===== src/rtl/ysyx_22050612_ifu_pq.sv =====
// Fetch unit with a DEPTH-entry in-order prefetch queue, redirect flush and stale-response drop.
// Optional misaligned-redirect fault entry: define YSYX_22050612_IFU_MISALIGN_EN.
module ysyx_22050612_ifu_pq #(
  parameter int unsigned     XLEN     = 64,
  parameter logic [XLEN-1:0] RESET_PC = XLEN'(64'h8000_0000),
  parameter int unsigned     DEPTH    = 4
) (
  input  logic            clk,
  input  logic            rst,
  output logic            imem_req_valid,
  input  logic            imem_req_ready,
  output logic [XLEN-1:0] imem_req_addr,
  input  logic            imem_rsp_valid,
  input  logic [31:0]     imem_rsp_data,
  input  logic            redirect_valid,
  input  logic [XLEN-1:0] redirect_pc,
  output logic            inst_valid,
  input  logic            inst_ready,
  output logic [31:0]     inst,
  output logic [XLEN-1:0] inst_pc,
  output logic            inst_fault
);
  localparam int unsigned      IDX_W    = $clog2(DEPTH);
  localparam int unsigned      PTR_W    = IDX_W + 1;
  localparam int unsigned      CNT_W    = PTR_W + 4;
  localparam logic [PTR_W-1:0] FULL_OCC = PTR_W'(DEPTH);

  logic [PTR_W-1:0] head_q, head_d, fill_q, fill_d, tail_q, tail_d;
  logic [CNT_W-1:0] drop_q, drop_d;
  logic [XLEN-1:0]  fetch_pc_q, fetch_pc_d;
  logic [XLEN-1:0]  pc_q [DEPTH];
  logic [XLEN-1:0]  pc_d [DEPTH];
  logic [31:0]      data_q [DEPTH];
  logic [31:0]      data_d [DEPTH];
  logic [DEPTH-1:0] filled_q, filled_d;
  logic [31:0]      hold_inst_q, hold_inst_d;
  logic [XLEN-1:0]  hold_pc_q, hold_pc_d;
  logic             hold_fault_q, hold_fault_d;

  logic [IDX_W-1:0] head_idx, fill_idx, tail_idx;
  logic [PTR_W-1:0] occ, inflight;
  logic             dropping, req_fire, rsp_store, rsp_drop, rsp_counted, q_valid, q_pop;
  logic             fetch_en, fault_valid;
  logic [XLEN-1:0]  redir_pc, fault_pc;

  assign head_idx = head_q[IDX_W-1:0];
  assign fill_idx = fill_q[IDX_W-1:0];
  assign tail_idx = tail_q[IDX_W-1:0];
  assign occ      = tail_q - head_q;
  assign inflight = tail_q - fill_q;
  assign dropping = drop_q != '0;

  assign imem_req_valid = fetch_en && (occ != FULL_OCC) && !redirect_valid;
  assign imem_req_addr  = fetch_pc_q;
  assign req_fire       = imem_req_valid && imem_req_ready;
  assign rsp_store      = imem_rsp_valid && !dropping;
  assign rsp_drop       = imem_rsp_valid && dropping;
  assign rsp_counted    = imem_rsp_valid && (dropping || inflight != '0);
  assign q_valid        = filled_q[head_idx];
  assign q_pop          = q_valid && !fault_valid && inst_ready;

`ifdef YSYX_22050612_IFU_MISALIGN_EN
  typedef enum logic [1:0] {RUN, FAULT, HALT} state_e;
  state_e          state_q, state_d;
  logic [XLEN-1:0] fault_pc_q, fault_pc_d;

  assign fetch_en    = state_q == RUN;
  assign fault_valid = (state_q == FAULT) && !dropping;
  assign fault_pc    = fault_pc_q;
  assign redir_pc    = redirect_pc;

  always_comb begin
    state_d    = state_q;
    fault_pc_d = fault_pc_q;
    if (fault_valid && inst_ready) state_d = HALT;
    if (redirect_valid) begin
      state_d    = (redirect_pc[1:0] != 2'b00) ? FAULT : RUN;
      fault_pc_d = redirect_pc;
    end
  end

  always_ff @(posedge clk or negedge rst) begin
    if (!rst) begin
      state_q    <= RUN;
      fault_pc_q <= '0;
    end else begin
      state_q    <= state_d;
      fault_pc_q <= fault_pc_d;
    end
  end
`else
  logic unused_pc_lsb;

  assign fetch_en      = 1'b1;
  assign fault_valid   = 1'b0;
  assign fault_pc      = '0;
  assign redir_pc      = {redirect_pc[XLEN-1:2], 2'b00};
  assign unused_pc_lsb = ^redirect_pc[1:0];
`endif

  // When the queue is empty the outputs replay the last delivered instruction.
  always_comb begin
    inst_valid = 1'b0;
    inst       = hold_inst_q;
    inst_pc    = hold_pc_q;
    inst_fault = hold_fault_q;
    if (fault_valid) begin
      inst_valid = 1'b1;
      inst       = '0;
      inst_pc    = fault_pc;
      inst_fault = 1'b1;
    end else if (q_valid) begin
      inst_valid = 1'b1;
      inst       = data_q[head_idx];
      inst_pc    = pc_q[head_idx];
      inst_fault = 1'b0;
    end
  end

  // NOTE: every variable gets its default first, so no path can infer a latch.
  always_comb begin
    head_d       = head_q;
    fill_d       = fill_q;
    tail_d       = tail_q;
    drop_d       = drop_q;
    fetch_pc_d   = fetch_pc_q;
    pc_d         = pc_q;
    data_d       = data_q;
    filled_d     = filled_q;
    hold_inst_d  = hold_inst_q;
    hold_pc_d    = hold_pc_q;
    hold_fault_d = hold_fault_q;

    if (inst_valid && inst_ready) begin
      hold_inst_d  = inst;
      hold_pc_d    = inst_pc;
      hold_fault_d = inst_fault;
    end
    if (q_pop) begin
      filled_d[head_idx] = 1'b0;
      head_d             = head_q + 1'b1;
    end
    if (req_fire) begin
      pc_d[tail_idx]     = fetch_pc_q;
      filled_d[tail_idx] = 1'b0;
      tail_d             = tail_q + 1'b1;
      fetch_pc_d         = fetch_pc_q + XLEN'(4);
    end
    if (rsp_store) begin
      data_d[fill_idx]   = imem_rsp_data;
      filled_d[fill_idx] = 1'b1;
      fill_d             = fill_q + 1'b1;
    end else if (rsp_drop) begin
      drop_d = drop_q - 1'b1;
    end
    // Redirect wins: everything still in flight becomes a response to discard.
    if (redirect_valid) begin
      head_d     = tail_q;
      fill_d     = tail_q;
      tail_d     = tail_q;
      filled_d   = '0;
      fetch_pc_d = redir_pc;
      drop_d     = drop_q + CNT_W'(inflight) - CNT_W'(rsp_counted);
    end
  end

  // NOTE: state registers use non-blocking assignments so all flops update together.
  always_ff @(posedge clk or negedge rst) begin
    if (!rst) begin
      head_q       <= '0;
      fill_q       <= '0;
      tail_q       <= '0;
      drop_q       <= '0;
      fetch_pc_q   <= RESET_PC;
      filled_q     <= '0;
      hold_inst_q  <= '0;
      hold_pc_q    <= '0;
      hold_fault_q <= 1'b0;
    end else begin
      head_q       <= head_d;
      fill_q       <= fill_d;
      tail_q       <= tail_d;
      drop_q       <= drop_d;
      fetch_pc_q   <= fetch_pc_d;
      filled_q     <= filled_d;
      hold_inst_q  <= hold_inst_d;
      hold_pc_q    <= hold_pc_d;
      hold_fault_q <= hold_fault_d;
    end
  end

  // NOTE: payload storage has no reset; filled_q gates every read of it.
  always_ff @(posedge clk) begin
    pc_q   <= pc_d;
    data_q <= data_d;
  end
endmodule


===== config.mk =====
export PLATFORM = sky130hd
export DESIGN_NAME = ysyx_22050612_ifu_pq
export DESIGN_NICKNAME = d
export VERILOG_FILES = /design/src/rtl/ysyx_22050612_ifu_pq.sv
export SDC_FILE = /design/constraint.sdc
export NUM_CORES = 1
export LEC_CHECK = 0
export BUFFER_PORTS_ARGS = -buffer_cell sky130_fd_sc_hd__buf_2
export CORE_MARGIN = 2
export CORE_UTILIZATION = 35
export CTS_BUF_LIST = sky130_fd_sc_hd__clkbuf_2
export DETAILED_ROUTE_END_ITERATION = 10
export HOLD_SLACK_MARGIN = 0.1
export MAX_ROUTING_LAYER = met4
export PLACE_DENSITY_LB_ADDON = 0.15
export SLEW_MARGIN = 20
export SYNTH_ARGS = -nofsm -noshare
export SYNTH_HDL_FRONTEND = slang
export SYNTH_SLANG_ARGS = --single-unit

===== constraint.sdc =====
create_clock -name clk -period 9.15 [get_ports clk]
set_clock_uncertainty 0.1 [all_clocks]
set_input_delay 1.83 -clock clk [delete_from_list [all_inputs] [get_ports clk]]
set_output_delay 1.83 -clock clk [all_outputs]
set_load 0.02 [all_outputs]

# After elaboration in Yosys (flattened, before gate mapping)
# Index checks and enable logic that the tools add are counted.
[totals]
word_cells = 108
regBits = 565
[op_classes]
addsub = 9
reduce_logical = 23
bitwise_logic = 9
n_eq_ne = 2
muxes = 37
order_cmp = 11
[op_table]
columns = ["operator", "n"]
rows = [
  ["64-bit two-way mux", 6],
  ["256-bit bitwise mux", 1],
  ["64-bit binary-select mux with 2-bit select", 1],
  ["128-bit bitwise mux", 1],
  ["64-bit demux with 2-bit select", 1],
  ["32-bit two-way mux", 4],
  ["64-bit by 3-bit adder with 64-bit output (second input constant)", 1],
  ["32-bit binary-select mux with 2-bit select", 1],
  ["32-bit demux with 2-bit select", 1],
  ["7-bit two-way mux", 3],
  ["4-bit two-way mux", 4],
  ["1-bit logical AND", 12],
  ["3-bit two-way mux", 4],
  ["3-bit by 1-bit adder with 3-bit output (second input constant)", 3],
  ["3-bit >= comparator (second input constant)", 3],
  ["2-bit by 3-bit < comparator with 1-bit output (second input constant)", 3],
  ["2-bit NOT with 3-bit output", 3],
  ["4-bit bitwise AND", 2],
  ["4-bit NOT", 2],
  ["2-bit nonzero test", 4],
  ["7-bit by 3-bit adder with 7-bit output", 1],
  ["7-bit nonzero test", 1],
  ["7-bit by 1-bit subtractor with 7-bit output", 1],
  ["7-bit by 1-bit subtractor with 7-bit output (second input constant)", 1],
  ["14 further kinds", 27],
]

# Logic depth before layout (Yosys ltp)
[logic_depth]
ltp_word = 12
mapped_depth = 17

# Least setup slack after synthesis
# No wires, ideal clock.
[synth_path]
path_type = "input to output"
start = "input redirect_valid"
end = "output imem_req_valid"
path_stages = 4
path_buffers = 3
arrival_time_ps = 2820
path_slack_ps = 4400
cell_sequence = "clkbuf_1 -> clkbuf_1 -> buf_1 -> nor2_1"
[synth_via]
elab_chain_len = 2
[synth_rtl]
columns = ["item", "line_no", "text"]
rows = [
  ["start, declared", "15", "input logic redirect_valid,"],
  ["1-bit zero test", "53", "assign imem_req_valid = fetch_en && (occ != FULL_OCC) && !redirect_valid;"],
  ["1-bit logical AND", "53", ""],
  ["end, declared", "10", "output logic imem_req_valid,"],
]
# No other way between the ends.

# Final worst setup path
[layout_path]
start = "register head_q[1]"
end = "output inst_pc[43]"
[layout_via]
elab_chain_len = 5
word_cells_on_any_way = 7
[layout_rtl]
columns = ["item", "line_no", "text"]
rows = [
  ["start, declared", "28", "logic [PTR_W-1:0] head_q, head_d, fill_q, fill_d, tail_q, tail_d;"],
  ["start signal, assigned", "170", "head_q <= '0;"],
  ["start signal, assigned", "180", "head_q <= head_d;"],
  ["2-bit NOT with 3-bit output (implied by the code)", "115", "inst_pc = pc_q[head_idx];"],
  ["64-bit binary-select mux with 2-bit select", "115", ""],
  ["64-bit two-way mux (implied by the code) (2 in series)", "115", ""],
  ["64-bit two-way mux *", "112", "end else if (q_valid) begin"],
  ["end, declared", "20", "output logic [XLEN-1:0] inst_pc,"],
]
# Every way passes the cells marked *; elsewhere a longest branch is shown, timed or not. The select of a mux whose other input is x is not followed.

==> reports/qor_table.md <==
| Metric | Reported |
|:---|:---|
| Status | finished clean |
| Clock root buffer master | sky130_fd_sc_hd__clkbuf_2 |
| Height of the die | 263 um |
| GRT Total Usage | 18.4% |
| Longest Clk Path Bufs | 3 |
| Leakage power summed over all cells | 11.4 nW |
| Combinational Power Share | 23.7% |
| Crit path max fanout | 62 |
| Maximum number of pins on one net before global-route repair | 87 |
| Number of buffers and inverters on the critical path | 2 |
| Internal power summed over all cells | 4.47 mW |
| Number of hold buffers added after cts | 0 |
| Critical Setup Path Class | register to primary output |
| Worst EP required | 7220 ps |
| Area of the core region | 66900 um^2 |
| Via count of the routed design | 14400 |
| Post-layout min period | 6760 ps |
| Global routing's busiest layer | met2 |
| Count of unique library cells instantiated by Yosys | 60 |
| Leading post-synthesis cells by cell area | sky130_fd_sc_hd__edfxtp_1 (48%), sky130_fd_sc_hd__dfrtp_1 (19%), sky130_fd_sc_hd__mux4_2 (9.1%) |
| Worst rel slew slack | 31.6% |
| Initial antenna violation count | 6 |
| Data arrival time at the worst-slack endpoint | 4830 ps |
| Total number of H-tree levels | 4 |
| Async set-or-reset flop fraction in the synthesized netlist | 32.3% |
| Share of the clock period used by the worst path | 73.8% |
| Pre-antenna DRT Iters | 5 |
| Primary FF master, synth | sky130_fd_sc_hd__edfxtp_1 |
| Die span in x | 263 um |
| Main combinational cell family by area after synthesis | multiplexers |
| Routability congestion estimate from global placement | 0.734 |
| Via count of the first global-routing pass | 15300 |
| Fraction of power consumed by sequential logic | 48.0% |
| Adder-cell area share of the yosys netlist | 1.76% |
| Wire length of the first global-routing pass | 93.3 mm |
| Post-cts repair resize count | 0 |
| Achievable clock frequency | 0.148 GHz |
| Post-Syn Area per Cell | 14.7 um^2 |
| P&R area growth vs syn | 16.1% |
| Sequential element share of the synthesized area | 67.0% |
| Antenna violation net count after detailed routing | 0 |
| Final core utilization | 40.9% |
| Slowest stage delay, CP | 1180 ps |
| Share of final-layout standard cells stronger than drive strength 1 | 36.9% |
| Post-synth design cell area | 23500 um^2 |
| Num CTS Buffers | 155 |
| Total negative slack for setup checks | 0 ps |
| Clock tree from TritonCTS | done |
| Switch share | 32.7% |
| Highest ir drop seen on vdd | 0.0859 mV |
| Wire length after detailed routing | 60.4 mm |
| Number of filler instances in the final layout | 6400 |
| FP Rows | 95 |
| Global route total overflow | 0 |
| Post-CTS Repair Setup Buffers | 0 |
| Most used cells in the layout excluding fill and tap cells | sky130_fd_sc_hd__edfxtp_1 (376), sky130_fd_sc_hd__nand2_1 (367), sky130_fd_sc_hd__buf_2 (258) |
| Leading cell type in the layout, fill and taps excluded | sky130_fd_sc_hd__edfxtp_1 |
| Share of synthesized area spent on multiplexers | 14.0% |
| Ys Warns | 0 |
| Max_cap viols | 0 |
| Clock transition at the registers of the reported paths | 110 ps |
| Sink count of the clock tree | 555 |
| Post-synthesis share of cell area spent on xor and xnor gates | 2.78% |
| Type of the worst min-delay path | register to register |
| Count of nets after finishing | 2091 |
| Met1 Track Usage GR | 22.2% |
| Synthesized-area fraction occupied by and/or/nand/nor cells | 9.89% |
| Latest clock arrival within the worst-skew pair | 1260 ps |
| Slowest cell on the critical path | sky130_fd_sc_hd__mux4_4 |
| Vias per cell | 4.85 |
| Number of synthesized register bits | 555 |
| EDFF count, synth | 376 |
| Worst path top cell family by delay | multiplexers |
| Wire length per cell after detailed routing | 20.4 um |
| Global routing usage on met3 | 4.73% |
| Switching power total | 2.17 mW |
| Global Route met2 Usage | 30.1% |
| R2R setup slack | 3980 ps |
| Clock Power Share | 28.3% |
| Number of standard cells after synthesis | 1600 |
| DRC violations left | 0 |
| Top-level port count | 265 |
| Endpoint type of the worst setup path | primary output |
| Initial Utilization | 35.2% |
| Critical Path Source Type | register |
| Buffers on Ports | 260 |
| Critical path, cell by cell | mux4_4, buf_4, mux2_2, buf_2 |
| Power per cell area | 243 nW/um^2 |
| Least-Margin Pin Slew | 1030 ps |
| Finish-stage setup viols | 0 |
| Post-synthesis cell type with the largest combined area | sky130_fd_sc_hd__edfxtp_1 |
| Unrepaired setup endpoints after global routing | no |
| Area enclosed by the die boundary | 69400 um^2 |
| HPWL after detailed placement | 35.3 mm |
| Final hold violation count | 0 |
| Slew Viols, Final | 0 |
| Drt first-iter violations | 854 |
| Fraction of synthesized cell area taken by the top area cell type | 48.0% |
| Share of the synthesized area in compound gates (AO/OA/AOI/OAI) | 2.49% |
logic make-up (layout without fill, tap and decap cells):
kind of cell               count (synthesis)  count (layout)
DFF                                      555             555
and+or+nand+nor                          519             519
muxes                                    197             197
buffers and inverters                    121             607
AOI/OAI and AO/OA                        101             101
xor gates and xnor gates                  74              74
adders and majority gates                 32              32
other                                      1               8
power by group through the flow:
stage               clock network, mW  registers [mW]  logic (mW)
floorplan                           0            3.17        1.17
global placement                    0            3.24        1.59
detailed placement                  0            3.25        1.61
CTS                              1.98            3.20        1.62
global route                     2.11            3.23        1.75
finish                           1.88            3.19        1.57
registers in the layout, indices dropped and copies added, names as in the netlist:
signal	cells
data_q	128
drop_q	7
fill_q	3
filled_q	4
head_q	3
hold_fault_q	1
hold_inst_q	32
hold_pc_q	64
imem_req_addr	62
pc_q	248
tail_q	3
synthesized netlist by cell type (all sizes together), types with 3 or more instances:
| master | number |
|---|---|
| edfxtp | 376 |
| nand2 | 369 |
| dfrtp | 178 |
| mux2 | 101 |
| mux4 | 95 |
| xnor2 | 58 |
| o21ai | 56 |
| clkbuf | 41 |
| inv | 41 |
| buf | 39 |
| ha | 30 |
| nor2 | 28 |
| nand3 | 25 |
| nor3 | 24 |
| nor4 | 20 |
| a21oi | 18 |
| xor2 | 16 |
| nand4 | 15 |
| and2 | 11 |
| and3 | 11 |
| nor2b | 7 |
| a31oi | 4 |
| a211oi | 3 |
| a22oi | 3 |
| nand2b | 3 |
tightest hold or removal path, cell delays in order (launching register included):
cell and delay, ps:
sky130_fd_sc_hd__dfrtp_1 340, sky130_fd_sc_hd__nand2_1 50, sky130_fd_sc_hd__nand2_1 50
per-layer routing:
layer,vias up,wire length (um)
li1,6675,-
met1,7259,25700
met2,376,30300
met3,88,3330
met4,0,1120
met5,-,0
final cells by class:
cell class	count	area [um^2]	share of cell area, %
sequential	555	15800	57.7
inverter	41	155	0.567
antenna	6	15.0	0.0549
timing repair buffer	279	1460	5.32
tap	873	1090	4.00
multi-input combinational	925	7320	26.8
clock buffer	244	1220	4.47
clock inverter	43	305	1.12
final timing paths:
check | start | end | cells after the start
max reg2reg | head_q[1] | pc_q[61] | 9
min in group asynchronous | rst | hold_inst_q[24] | 1
min | hold_pc_q[61] | hold_pc_q[61] | 2
max in group asynchronous | rst | hold_pc_q[59] | 2
max | head_q[1] | inst_pc[43] | 4
min reg2reg | hold_pc_q[61] | hold_pc_q[61] | 2
through the flow:
| stage | power [mW] | instance area [um^2] | worst slack, ps | hold slack [ps] | std cells |
|---|---|---|---|---|---|
| finish | 6.64 | 27300 | 2390 | 373 | 2966 |
| global route | 7.09 | 27300 | 2030 | 320 | 2966 |
| CTS | 6.79 | 27300 | 2020 | 271 | 2960 |
| detailed placement | 4.86 | 25800 | 3590 | 358 | 2673 |
| global placement | 4.83 | 25800 | 3610 | 353 | 2673 |
| floorplan | 4.34 | 23600 | 4400 | 342 | 1601 |
Note: power is estimated with default switching activity, not from simulation.
